==> src/rtl/inst_encoder.sv <==
// RV32I descriptor-to-machine-word encoder with a one-entry output register and address tagging.
// Define ENC_RANGE_CHECK_EN to turn out-of-range immediates into NOP error words.
`timescale 1ns/1ps
module inst_encoder #(
  parameter int ADDR_W    = 14,
  parameter int BASE_ADDR = 0
) (
  input  logic              cpu_clk,
  input  logic              cpu_rst,
  input  logic              clear,
  input  logic              in_valid,
  output logic              in_ready,
  input  logic [4:0]        in_op,
  input  logic [4:0]        in_rd,
  input  logic [4:0]        in_rs1,
  input  logic [4:0]        in_rs2,
  input  logic [31:0]       in_imm,
  output logic              out_valid,
  input  logic              out_ready,
  output logic [31:0]       out_inst,
  output logic [ADDR_W-1:0] out_addr,
  output logic              out_err,
  output logic              err_sticky,
  output logic [ADDR_W:0]   count
);

  localparam logic [ADDR_W-1:0] BASE = ADDR_W'(BASE_ADDR);
  localparam logic [31:0]       NOP  = 32'h0000_0013;

  localparam logic [6:0] OPC_R      = 7'b0110011;
  localparam logic [6:0] OPC_IMM    = 7'b0010011;
  localparam logic [6:0] OPC_LOAD   = 7'b0000011;
  localparam logic [6:0] OPC_STORE  = 7'b0100011;
  localparam logic [6:0] OPC_BRANCH = 7'b1100011;
  localparam logic [6:0] OPC_LUI    = 7'b0110111;
  localparam logic [6:0] OPC_JAL    = 7'b1101111;
  localparam logic [6:0] OPC_JALR   = 7'b1100111;

  typedef enum logic [4:0] {
    OP_ADD  = 5'd0,  OP_SUB  = 5'd1,  OP_AND  = 5'd2,  OP_OR   = 5'd3,
    OP_XOR  = 5'd4,  OP_SLL  = 5'd5,  OP_SRL  = 5'd6,  OP_SRA  = 5'd7,
    OP_ADDI = 5'd8,  OP_ANDI = 5'd9,  OP_ORI  = 5'd10, OP_XORI = 5'd11,
    OP_SLLI = 5'd12, OP_SRLI = 5'd13, OP_SRAI = 5'd14, OP_LW   = 5'd15,
    OP_SW   = 5'd16, OP_BEQ  = 5'd17, OP_BNE  = 5'd18, OP_BLT  = 5'd19,
    OP_BGE  = 5'd20, OP_LUI  = 5'd21, OP_JAL  = 5'd22, OP_JALR = 5'd23
  } op_e;

  op_e         op;
  logic [2:0]  f3;
  logic [6:0]  f7;
  logic [31:0] word;
  logic        undef_op;
  logic        range_err;
  logic        enc_err;
  logic [31:0] enc_inst;
  logic        in_fire;
  logic        out_fire;

  assign op = op_e'(in_op);

  always_comb begin
    f3 = 3'b000;
    case (op)
      OP_SLL, OP_SLLI, OP_BNE:                      f3 = 3'b001;
      OP_LW, OP_SW:                                 f3 = 3'b010;
      OP_XOR, OP_XORI, OP_BLT:                      f3 = 3'b100;
      OP_SRL, OP_SRA, OP_SRLI, OP_SRAI, OP_BGE:     f3 = 3'b101;
      OP_OR, OP_ORI:                                f3 = 3'b110;
      OP_AND, OP_ANDI:                              f3 = 3'b111;
      default:                                      f3 = 3'b000;
    endcase
    f7 = (op == OP_SUB || op == OP_SRA || op == OP_SRAI) ? 7'b0100000 : 7'b0000000;
  end

  // Field packing per format; anything outside the defined subset is flagged here.
  always_comb begin
    word     = '0;
    undef_op = 1'b0;
    case (op)
      OP_ADD, OP_SUB, OP_AND, OP_OR, OP_XOR, OP_SLL, OP_SRL, OP_SRA:
        word = {f7, in_rs2, in_rs1, f3, in_rd, OPC_R};
      OP_ADDI, OP_ANDI, OP_ORI, OP_XORI:
        word = {in_imm[11:0], in_rs1, f3, in_rd, OPC_IMM};
      OP_SLLI, OP_SRLI, OP_SRAI:
        word = {f7, in_imm[4:0], in_rs1, f3, in_rd, OPC_IMM};
      OP_LW:
        word = {in_imm[11:0], in_rs1, f3, in_rd, OPC_LOAD};
      OP_JALR:
        word = {in_imm[11:0], in_rs1, f3, in_rd, OPC_JALR};
      OP_SW:
        word = {in_imm[11:5], in_rs2, in_rs1, f3, in_imm[4:0], OPC_STORE};
      OP_BEQ, OP_BNE, OP_BLT, OP_BGE:
        word = {in_imm[12], in_imm[10:5], in_rs2, in_rs1, f3, in_imm[4:1], in_imm[11], OPC_BRANCH};
      OP_LUI:
        word = {in_imm[31:12], in_rd, OPC_LUI};
      OP_JAL:
        word = {in_imm[20], in_imm[10:1], in_imm[11], in_imm[19:12], in_rd, OPC_JAL};
      default:
        undef_op = 1'b1;
    endcase
  end

`ifdef ENC_RANGE_CHECK_EN
  logic imm_i_ok;
  logic imm_sh_ok;
  logic imm_b_ok;
  logic imm_j_ok;
  logic imm_u_ok;

  // "All bits equal" is the sign-extension test for each field width.
  assign imm_i_ok  = (&in_imm[31:11]) | ~(|in_imm[31:11]);
  assign imm_sh_ok = ~(|in_imm[31:5]);
  assign imm_b_ok  = ~in_imm[0] & ((&in_imm[31:12]) | ~(|in_imm[31:12]));
  assign imm_j_ok  = ~in_imm[0] & ((&in_imm[31:20]) | ~(|in_imm[31:20]));
  assign imm_u_ok  = ~(|in_imm[11:0]);

  always_comb begin
    range_err = 1'b0;
    case (op)
      OP_ADDI, OP_ANDI, OP_ORI, OP_XORI, OP_LW, OP_SW, OP_JALR: range_err = ~imm_i_ok;
      OP_SLLI, OP_SRLI, OP_SRAI:                               range_err = ~imm_sh_ok;
      OP_BEQ, OP_BNE, OP_BLT, OP_BGE:                          range_err = ~imm_b_ok;
      OP_JAL:                                                  range_err = ~imm_j_ok;
      OP_LUI:                                                  range_err = ~imm_u_ok;
      default:                                                 range_err = 1'b0;
    endcase
  end
`else
  assign range_err = 1'b0;
`endif

  assign enc_err  = undef_op | range_err;
  assign enc_inst = enc_err ? NOP : word;

  // Handshakes: a transfer happens on a rising edge where valid & ready are both high.
  // out_valid/out_inst/out_addr/out_err never change while out_valid=1 and out_ready=0;
  // in_ready depends combinationally on out_ready so the register refills every cycle.
  assign in_ready = ~clear & (~out_valid | out_ready);
  assign in_fire  = in_valid & in_ready;
  assign out_fire = out_valid & out_ready & ~clear;

  always_ff @(posedge cpu_clk or posedge cpu_rst) begin
    if (cpu_rst) begin
      out_valid  <= 1'b0;
      out_inst   <= '0;
      out_err    <= 1'b0;
      out_addr   <= BASE;
      err_sticky <= 1'b0;
      count      <= '0;
    end else if (clear) begin
      out_valid  <= 1'b0;
      out_inst   <= '0;
      out_err    <= 1'b0;
      out_addr   <= BASE;
      err_sticky <= 1'b0;
      count      <= '0;
    end else begin
      if (out_fire) begin
        out_addr <= out_addr + 1'b1;
        if (count != '1) count <= count + 1'b1;
      end
      if (in_fire) begin
        out_valid <= 1'b1;
        out_inst  <= enc_inst;
        out_err   <= enc_err;
        if (enc_err) err_sticky <= 1'b1;
      end else if (out_fire) begin
        out_valid <= 1'b0;
      end
    end
  end

endmodule

==> config.mk <==
export PLATFORM = sky130hd
export DESIGN_NAME = inst_encoder
export DESIGN_NICKNAME = d
export VERILOG_FILES = /design/src/rtl/inst_encoder.sv
export SDC_FILE = /design/constraint.sdc
export NUM_CORES = 1
export LEC_CHECK = 0
export ABC_CLOCK_PERIOD_IN_PS = 5890
export CAP_MARGIN = 30
export CORE_MARGIN = 3
export CORE_UTILIZATION = 25
export CTS_BUF_LIST = sky130_fd_sc_hd__clkbuf_2
export DETAILED_ROUTE_END_ITERATION = 16
export DONT_BUFFER_PORTS = 1
export HOLD_SLACK_MARGIN = 0.08
export RECOVER_POWER = 25
export SKIP_CTS_REPAIR_TIMING = 1
export SLEW_MARGIN = 20
export SYNTH_ARGS = -nofsm -noshare
export SYNTH_HDL_FRONTEND = slang
export SYNTH_SLANG_ARGS = --single-unit
==> constraint.sdc <==
create_clock -name cpu_clk -period 5.89 [get_ports cpu_clk]
set_input_delay 1.4725 -clock cpu_clk [delete_from_list [all_inputs] [get_ports cpu_clk]]
set_output_delay 1.4725 -clock cpu_clk [all_outputs]
set_load 0.005 [all_outputs]
==> results.sh <==
export IMPL_run_status="completed"
export IMPL_dp_hpwl_um=7484
export IMPL_synth_top_flop_cell="dfrtp_1"
export IMPL_slowest_stage="nor2b_1"
export IMPL_initial_utilization_pct=25.97
export IMPL_slew_limit_headroom_pct=42.40
export IMPL_hold_critical_path_depth=2
export IMPL_yosys_top_cells_area="dfrtp_1, nand2_1, o21ai_0"
export IMPL_final_layout_size_suffix_gt1_share_pct=6.649
export IMPL_synthXorXnorAreaFrac_pct=4.782
export IMPL_wl_final_um=10260
export IMPL_fmax_ghz=0.2987
export IMPL_synth_seq_cells=63
export IMPL_synthesized_area_fraction_occupied_by_ao_oa_aoi_and_oai_cells_pct=20.46
export IMPL_synth_top_cells_by_count="dfrtp_1, nand2_1, nor2_1, o21ai_0, a21oi_1"
export IMPL_post_synth_mux_area_share_pct=1.510
export IMPL_viasPerCell=5.278
export IMPL_worst_endpoint_arrival_ns=1.88
export IMPL_worst_r2r_cell_count=6
export IMPL_cell_area_after_synthesis_um2=3480
export IMPL_port_buffer_count=0
export IMPL_globalRoute_totalOverflow=0
export IMPL_grt_antenna_before_repair=0
export IMPL_cts_clk_slew_worst_paths_ns=0.21
export IMPL_cp_num_buf_inv=0
export IMPL_num_nets_final=436
export IMPL_crit_path_cell_trace="nor2b_1 -> nor2_1"
export IMPL_cts_buffers_inserted=9
export IMPL_die_area_um2=15370
export IMPL_worst_clock_skew_ns=0.02267
export IMPL_grt_max_degree=64
export IMPL_dp_cells=536
export IMPL_min_delay_start="out_inst[22]$_DFFE_PP0P_"
export IMPL_row_count=42
export IMPL_asyncSetResetFlopFracSynth_pct=100.0
export IMPL_grtUsageTotal_pct=13.67
export IMPL_dr_total_vias=2919
export IMPL_post_route_period_util_pct=56.84
export IMPL_h_tree_depth=3
export IMPL_grt_pass1_vias=2886
export IMPL_largest_family_of_logic_cells_by_synthesized_area="simple AND/OR/NAND/NOR gates"
export IMPL_clock_tree_buffer_depth=2
export IMPL_post_synth_num_cell_types=54
export IMPL_coreArea_um2=13400
export IMPL_worstHoldEndpoint="out_inst[22]$_DFFE_PP0P_"
export IMPL_power_density_relative_to_cell_area_nw_per_um2=227.8
export IMPL_finish_cell_count_without_fillers=553
export IMPL_synthSimpleGateAreaFrac_pct=20.50
export IMPL_power_leakage_nw=1.592
export IMPL_final_max_slew_violation_count=0
export IMPL_critPathRequiredTime_ns=4.42
export IMPL_synth_seq_area_share_pct=45.31
export IMPL_ctsRootBufferMaster="clkbuf_2"
export IMPL_chipWidth_um=124.0
export IMPL_worst_r2r_startpoint="count[0]$_DFFE_PP0P_"
export IMPL_tritoncts_num_sinks=63
export IMPL_drt_pre_antenna_iters=7
export IMPL_die_height_um=124.0
export IMPL_finalHoldViolations=0
export IMPL_start_kind="input pin"
export IMPL_hold_crit_path_type="flip-flop to flip-flop"
export IMPL_netlist_instances=379
export IMPL_reg2reg_slack_ns=3.87
export IMPL_path_delay_family="simple AND/OR/NAND/NOR gates"
export IMPL_synth_largest_area_cell="dfrtp_1"
export IMPL_synth_edf_count=0
export IMPL_drt_initial_violations=192
export IMPL_final_period_minus_worst_setup_slack_ns=3.348
export IMPL_worst_slew_pin_slew_ns=0.8531
export IMPL_tritoncts="yes"
export IMPL_insertion_delay_ns=0.49
export IMPL_max_cap_viol_count=0
export IMPL_yosysMostFrequentCell="dfrtp_1"
export IMPL_timing_critical_path_fanout_max=5
export IMPL_grt_pass1_wl_um=16220
export IMPL_layout_core_utilization_pct=28.16
export IMPL_io_pins=122
export IMPL_postSynthNetCount=444
export IMPL_yosysWarnings=0
export IMPL_ant_nets=0
export IMPL_yosys_area_top_type_share_pct=45.31
export IMPL_hold_ws_ns=0.5477
export IMPL_totalPowerFinal_w=0.0008597
export IMPL_category_of_the_most_critical_setup_path="input pin to output port"
export IMPL_remaining_drc_errors=0
export IMPL_place_congestion=0.8120
export IMPL_worst_setup_path_end_kind="output port"
export IMPL_wl_per_cell_um=18.55
export IMPL_rsz_0062_raised_after_global_routing="no"
export IMPL_synth_area_per_cell_um2=9.181
export IMPL_yosys_area_share_adder_pct=2.877
export IMPL_crit_reg2reg_capture="count[0]$_DFFE_PP0P_"
export IMPL_flow_area_growth_from_synthesis_pct=8.450
export IMPL_peakVddDrop_mv=0.07302
export IMPL_slowest_delay_ns=0.26
export IMPL_finalSetupViolCount=0
export IMPL_tns_ns=0
placed cells by master (no fill, tap or decap), types with 5 or more instances in the layout:
cell type  Yosys  layout
dfrtp_1       63      63
nand2_1       41      41
nor2_1        32      31
o21ai_0       27      27
a21oi_1       23      23
inv_1         15      15
xor2_1        12      12
nand3_1       11      11
a22oi_1       10      10
clkbuf_2       0       9
nand4_1        8       8
ha_1           8       8
xnor2_1        7       7
or3_1          7       7
a22o_1         7       7
nor2b_1        6       6
a222oi_1       6       6
nand2b_1       5       5
nor3_1         5       5
a211oi_1       5       5
cells by family (layout without fill, tap and decap cells):
group | Yosys count | count (layout)
AO/OA/AOI/OAI | 106 | 106
XOR/XNOR | 19 | 19
adder cells (fa/ha/maj) | 8 | 8
buffers and inverters | 38 | 35
flip-flops | 63 | 63
multiplexers | 5 | 5
other | 0 | 1
AND/OR/NAND/NOR | 140 | 140
report_power, final:
group	switching [W]	internal, W	total [W]
combinational	0.0000542	0.0000326	0.0000869
clock	0.000176	0.000141	0.000317
sequential	0.0000120	0.000444	0.000456
per-layer routing:
layer	vias to the layer above	global-route usage, %	wire length, um
met1	1421	16.39	4059
met2	122	22.37	5057
met5	-	0	0
met4	0	4.312	122
li1	1369	-	-
met3	7	5.586	1021
worst max-delay path by stage:
stage                         start                       to  slack [ns]  cells past startpoint
after floorplan               clear                 in_ready        2.63                      2
after global placement     in_op[1]  out_inst[4]$_DFFE_PP0P_        2.37                      7
after detailed placement   in_op[1]  out_inst[4]$_DFFE_PP0P_        2.27                      7
after CTS                 out_ready                 in_ready        2.51                      2
after global routing      out_ready                 in_ready        2.49                      2
final                     out_ready                 in_ready        2.54                      2
flip-flops by register name, summed over array words and instances (netlist names):
name        count
out_inst       31
count          15
out_addr       14
err_sticky      1
out_err         1
out_valid       1
through the flow:
stage               setup slack (ns)  instance area, um2
floorplan                      2.626                3480
global placement               2.371                3630
detailed placement             2.273                3630
CTS                            2.507                3771
global route                   2.492                3771
finish                         2.542                3774
area by class of cell:
class                           instances  area (um2)
Fill cell                            1421        9627
Multi-Input combinational cell        278        1747
Sequential cell                        63        1577
Tap cell                              176       220.2
Clock inverter                          7       96.34
Inverter                               15       56.30
Clock buffer                            9       45.04
Timing Repair Buffer                    4       30.03
Antenna cell                            1       2.502
No activity file was read; power rests on OpenSTA's default activity.
